$ cat src/rtl/fifo_mem.sv
// fifo_mem
// Storage array for async_fifo: a simple dual-port RAM with NDATABITS-wide
// words and 2^NADDRBITS entries. Writes are synchronous to clk_i. Reads are
// asynchronous, so the FIFO can present its oldest word combinationally
// (first-word-fall-through). The array is never reset.
//
// Ports:
//   clk_i    - write clock, rising edge
//   wrEn_i   - write enable
//   wrAddr_i - write address
//   wrData_i - write data
//   rdAddr_i - read address
//   rdData_o - word stored at rdAddr_i (combinational)
module fifo_mem #(
    parameter int NDATABITS = 32,
    parameter int NADDRBITS = 4
) (
    input  logic                 clk_i,
    input  logic                 wrEn_i,
    input  logic [NADDRBITS-1:0] wrAddr_i,
    input  logic [NDATABITS-1:0] wrData_i,
    input  logic [NADDRBITS-1:0] rdAddr_i,
    output logic [NDATABITS-1:0] rdData_o
);

    localparam int DEPTH = 1 << NADDRBITS;

    logic [NDATABITS-1:0] memArray [DEPTH];

    // Synchronous write port. There is no reset, which lets the array map
    // onto distributed RAM or a register file.
    always_ff @(posedge clk_i) begin
        if (wrEn_i) begin
            memArray[wrAddr_i] <= wrData_i;
        end
    end

    // Asynchronous read port; this gives the FIFO zero-latency head data.
    assign rdData_o = memArray[rdAddr_i];

endmodule

$ cat src/rtl/async_fifo.sv
// async_fifo
// Single-clock FIFO with valid/ready handshakes on both sides and
// first-word-fall-through output. Depth is 2^NADDRBITS words. The pointers
// are NADDRBITS+1 bits wide so that full and empty can be told apart. The
// flags come only from registered pointers, so the handshake outputs never
// depend combinationally on validW_i or readyR_i.
//
// Ports:
//   clk_i    - clock for both sides, rising edge
//   rst_i    - synchronous active-high reset; clears the pointers only
//   dataW_i  - write data
//   validW_i - source offers dataW_i
//   readyW_o - FIFO not full
//   dataR_o  - oldest stored word; meaningful only while validR_o is high
//   validR_o - FIFO not empty
//   readyR_i - sink consumes dataR_o
module async_fifo #(
    parameter int NDATABITS = 32,
    parameter int NADDRBITS = 4
) (
    input  logic                 clk_i,
    input  logic                 rst_i,
    input  logic [NDATABITS-1:0] dataW_i,
    input  logic                 validW_i,
    output logic                 readyW_o,
    output logic [NDATABITS-1:0] dataR_o,
    output logic                 validR_o,
    input  logic                 readyR_i
);

    localparam logic [NADDRBITS:0] PTR_ONE = 1;

    logic [NADDRBITS:0] wrPtr;
    logic [NADDRBITS:0] rdPtr;
    logic               fifoFull;
    logic               fifoEmpty;
    logic               doWrite;
    logic               doRead;

    // Empty: the pointers match exactly.
    // Full: the pointers address the same slot but are one lap apart.
    assign fifoEmpty = (wrPtr == rdPtr);
    assign fifoFull  = (wrPtr[NADDRBITS-1:0] == rdPtr[NADDRBITS-1:0]) &&
                       (wrPtr[NADDRBITS] != rdPtr[NADDRBITS]);

    assign readyW_o = ~fifoFull;
    assign validR_o = ~fifoEmpty;

    // Handshakes are masked during reset, so nothing is stored or consumed
    // on a reset edge.
    assign doWrite = validW_i & readyW_o & ~rst_i;
    assign doRead  = validR_o & readyR_i & ~rst_i;

    // Pointer registers. A reset discards every stored word by making the
    // pointers equal again.
    always_ff @(posedge clk_i) begin
        if (rst_i) begin
            wrPtr <= '0;
            rdPtr <= '0;
        end else begin
            if (doWrite) begin
                wrPtr <= wrPtr + PTR_ONE;
            end
            if (doRead) begin
                rdPtr <= rdPtr + PTR_ONE;
            end
        end
    end

    fifo_mem #(
        .NDATABITS(NDATABITS),
        .NADDRBITS(NADDRBITS)
    ) uMem (
        .clk_i    (clk_i),
        .wrEn_i   (doWrite),
        .wrAddr_i (wrPtr[NADDRBITS-1:0]),
        .wrData_i (dataW_i),
        .rdAddr_i (rdPtr[NADDRBITS-1:0]),
        .rdData_o (dataR_o)
    );

endmodule

$ cat config.mk
export PLATFORM = sky130hd
export DESIGN_NAME = async_fifo
export DESIGN_NICKNAME = d
export VERILOG_FILES = /design/src/rtl/fifo_mem.sv /design/src/rtl/async_fifo.sv
export SDC_FILE = /design/constraint.sdc
export NUM_CORES = 1
export LEC_CHECK = 0
export CAP_MARGIN = 25
export CORE_ASPECT_RATIO = 2
export CORE_UTILIZATION = 45
export DETAILED_ROUTE_END_ITERATION = 6
export GPL_TIMING_DRIVEN = 0
export PLACE_DENSITY = 0.74
export SETUP_SLACK_MARGIN = 0.5
export SLEW_MARGIN = 25
export SYNTH_ARGS = -nofsm -noshare
export SYNTH_HDL_FRONTEND = slang
export SYNTH_SLANG_ARGS = --single-unit
$ cat constraint.sdc
create_clock -name clk_i -period 9.55 [get_ports clk_i]
set_input_delay 1.91 -clock clk_i [delete_from_list [all_inputs] [get_ports clk_i]]
set_output_delay 1.91 -clock clk_i [all_outputs]
set_load 0.05 [all_outputs]
==> out/qor.yml <==
vdd_drop_max_mv: 0.173
ctsLongestPathBuffers: 3
nFillCells: 3148
synth_nets: 861
synth-main-ff-cell: "edfxtp_1"
violations: "DRC"
io_buffers: 69
drtPass1Iterations: 7
antenna_cells: 0
synth_area_leaders: "edfxtp_1 76%, mux4_2 14%, mux4_1 4.1%"
synth_simple_gate_area_share_pct: 1.20
synth_compound_area_share_pct: 0.722
layout-drive-gt1-share_pct: 30.5
async_flop_share_pct: 0
multi_input_area_um2: 4410
ant_nets: 0
gp_congestion: 0.773
holdCritPathClass: "reg -> reg"
viasPerCell: 5.88
slew_headroom_pct: 32.0
r2r_end: "uMem.memArray[3][20]$_DFFE_PP_"
wl_met1_mm: 15.7
critPathLaunchType: "register"
powerDensity_nw_per_um2: 210
overflow: 0
hold_viol: 0
max_stage_delay_ns: 0.82
max_freq_ghz: 0.172
cts_buffers: 40
dp.cells: 1541
holdPathStages: 2
timing.reg2reg.setup_slack_ns: 5.99
avgRoutedWirePerCell_um: 27.3
run_status: "complete, but fails checks"
syn_to_final_growth_pct: 16.6
die_w_um: 152
crit_chain: "clkbuf_1, clkbuf_1, mux4_1, mux4_2, clkdlybuf4s50_1"
io_pins: 70
power_leakage_nw: 7.42
dp_hpwl_mm: 30.9
max_cap_viol_count: 0
crit_top_cell: "clkbuf_1"
worst_slew_pin_slew_ns: 1.02
antenna_found_initial: 0
met2_length_mm: 25.1
vias: 9485
grt_pass1_vias: 10100
synthMuxAreaShare_pct: 18.8
synth_top_area_share_pct: 75.9
r2r_start: "rdPtr[4]$_SDFFE_PP0P_"
htreeDepth: 2
synth_seq_cells: 526
die-height_um: 302
final_max_slew_viol_count: 0
synth_edf_count: 512
cts_tree: "yes"
synth_top_cell_by_area: "edfxtp_1"
coreArea_um2: 44300
cts-root-buf: "clkbuf_16"
clkSinkCount: 526
netlist_area_um2: 20300
fin_setup_tns_ns: 0
post_cts_resized: 0
layout.cells.non_filler: 1612
insertion_delay_ns: 0.55
crit_type: "reg -> out"
std_cell_rows: 109
finalCritPeriodShare_pct: 60.8
top_layer: "met4"
cp_data_required_time_ns: 7.64
route.met3.wl_mm: 1.76
die-area_um2: 45900
slowest_stage: "clkbuf_1"
synth-xor-area-share_pct: 0.259
cts_hold_buf: 0
start_util_pct: 45.7
drtIter0Drc: 741
hold_start: "rdPtr[1]$_SDFFE_PP0P_"
synth.distinct_cells: 36
path_max_fanout: 10
grt_max_degree: 19
fin_crit_ns: 5.81
yosys_warnings: 0
syn_area_per_cell_um2: 24.7
track_usage_pct: 19.7
regArea_um2: 15700
worstRegToRegCells: 8
rsz0062_at_grt: "false"
wl_mm: 44.0
cp-end-kind: "primary output"
netlist_instances: 820
clkSlewWorstSetupHoldPaths_ns: 0.07
grt_first_pass_wirelength_mm: 65.5
cp_data_arrival_time_ns: 3.90
finalSetupViolCount: 0
cts_setup_buffers: 0
nets: 1069
skew_ns: 0.0195
synthAdderAreaFrac_pct: 0.309
ys_seq_area_share_pct: 77.2
synth_top_family_by_area: "multiplexers"
drcViolationCount: 8
==> synthesized netlist by cell type (all sizes together), types with 3 or more instances <==
master and instances:
edfxtp 512, mux4 160, buf 27, clkbuf 15
dfxtp 14, nand2 14, nor4 9, nor3 8
inv 6, mux2 6, ha 5, nor2 5
o21ai 5, xnor2 5, o211ai 4, nor2b 3
==> how the worst max path moves through the flow <==
stage                   from                              to  slack, ns  cells after the start
finish              register                     dataR_o[31]       3.74                      5
global route        register                     dataR_o[31]       3.66                      5
CTS                 register                     dataR_o[31]       3.64                      5
detailed placement  register                      dataR_o[1]       4.37                      5
global placement       rst_i  uMem.memArray[0][19]$_DFFE_PP_      -0.81                      5
floorplan              rst_i  uMem.memArray[11][0]$_DFFE_PP_       3.56                      4
==> worst max-delay path, delay by kind of cell (launching register included) <==
family / cells / cell delay, ns
buffers and inverters: 3 / 2.04
muxes: 2 / 0.97
DFF: 1 / 0.34
==> per-layer routing <==
metal / vias up / global-route usage, %
met5: - / 0
met4: 0 / 7.65
met3: 90 / 2.21
met2: 310 / 38.2
met1: 5089 / 22.1
li1: 3996 / -
==> area by class of cell <==
class | instances | share of cell area, %
Sequential cell | 526 | 66.2
Multi-Input combinational cell | 246 | 18.6
Timing Repair Buffer | 166 | 5.64
Clock buffer | 52 | 4.61
Tap cell | 555 | 2.94
Buffer | 42 | 1.16
Clock inverter | 19 | 0.662
Inverter | 6 | 0.0953
==> power breakdown <==
part           internal [mW]  switching, mW
Combinational          0.352          0.416
Sequential              2.55         0.0105
Clock                  0.865          0.762
Total                   3.77           1.19
==> sequential cells by signal, indices dropped and copies added (netlist names), named ones only <==
register and cells:
uMem.memArray 512, rdPtr 5, wrPtr 5
==> placed cells by master (no fill, tap or decap), types with 7 or more instances in the layout <==
cell type,n
buf_1,7
buf_2,60
buf_4,30
buf_6,26
clkbuf_1,24
clkbuf_16,42
clkdlybuf4s50_1,69
clkinv_1,8
dfxtp_1,14
edfxtp_1,512
mux4_1,32
mux4_2,128
nand2_1,14
nor3_2,8
nor4_2,8
==> logic make-up after synthesis <==
kind of cell	count (synthesis)
AND/OR/NAND/NOR	47
flip-flops	526
XOR/XNOR	6
adder cells (fa/ha/maj)	5
buffers and inverters	48
AO/OA/AOI/OAI	20
multiplexers	168
==> through the flow <==
step	total power, mW	instance area [um2]	util (%)	worst slack (ns)	hold slack [ns]
3_3_place_gp	3.37	21700	48.9	-0.812	0.542
2_1_floorplan	3.15	20300	-	3.56	0.510
3_5_place_dp	3.39	22400	50.5	4.37	0.562
6_report	4.96	23600	53.3	3.74	0.567
5_1_grt	5.10	23600	53.3	3.66	0.610
4_1_cts	5.00	23600	53.3	3.64	0.564
Note: power is estimated with default switching activity, not from simulation.
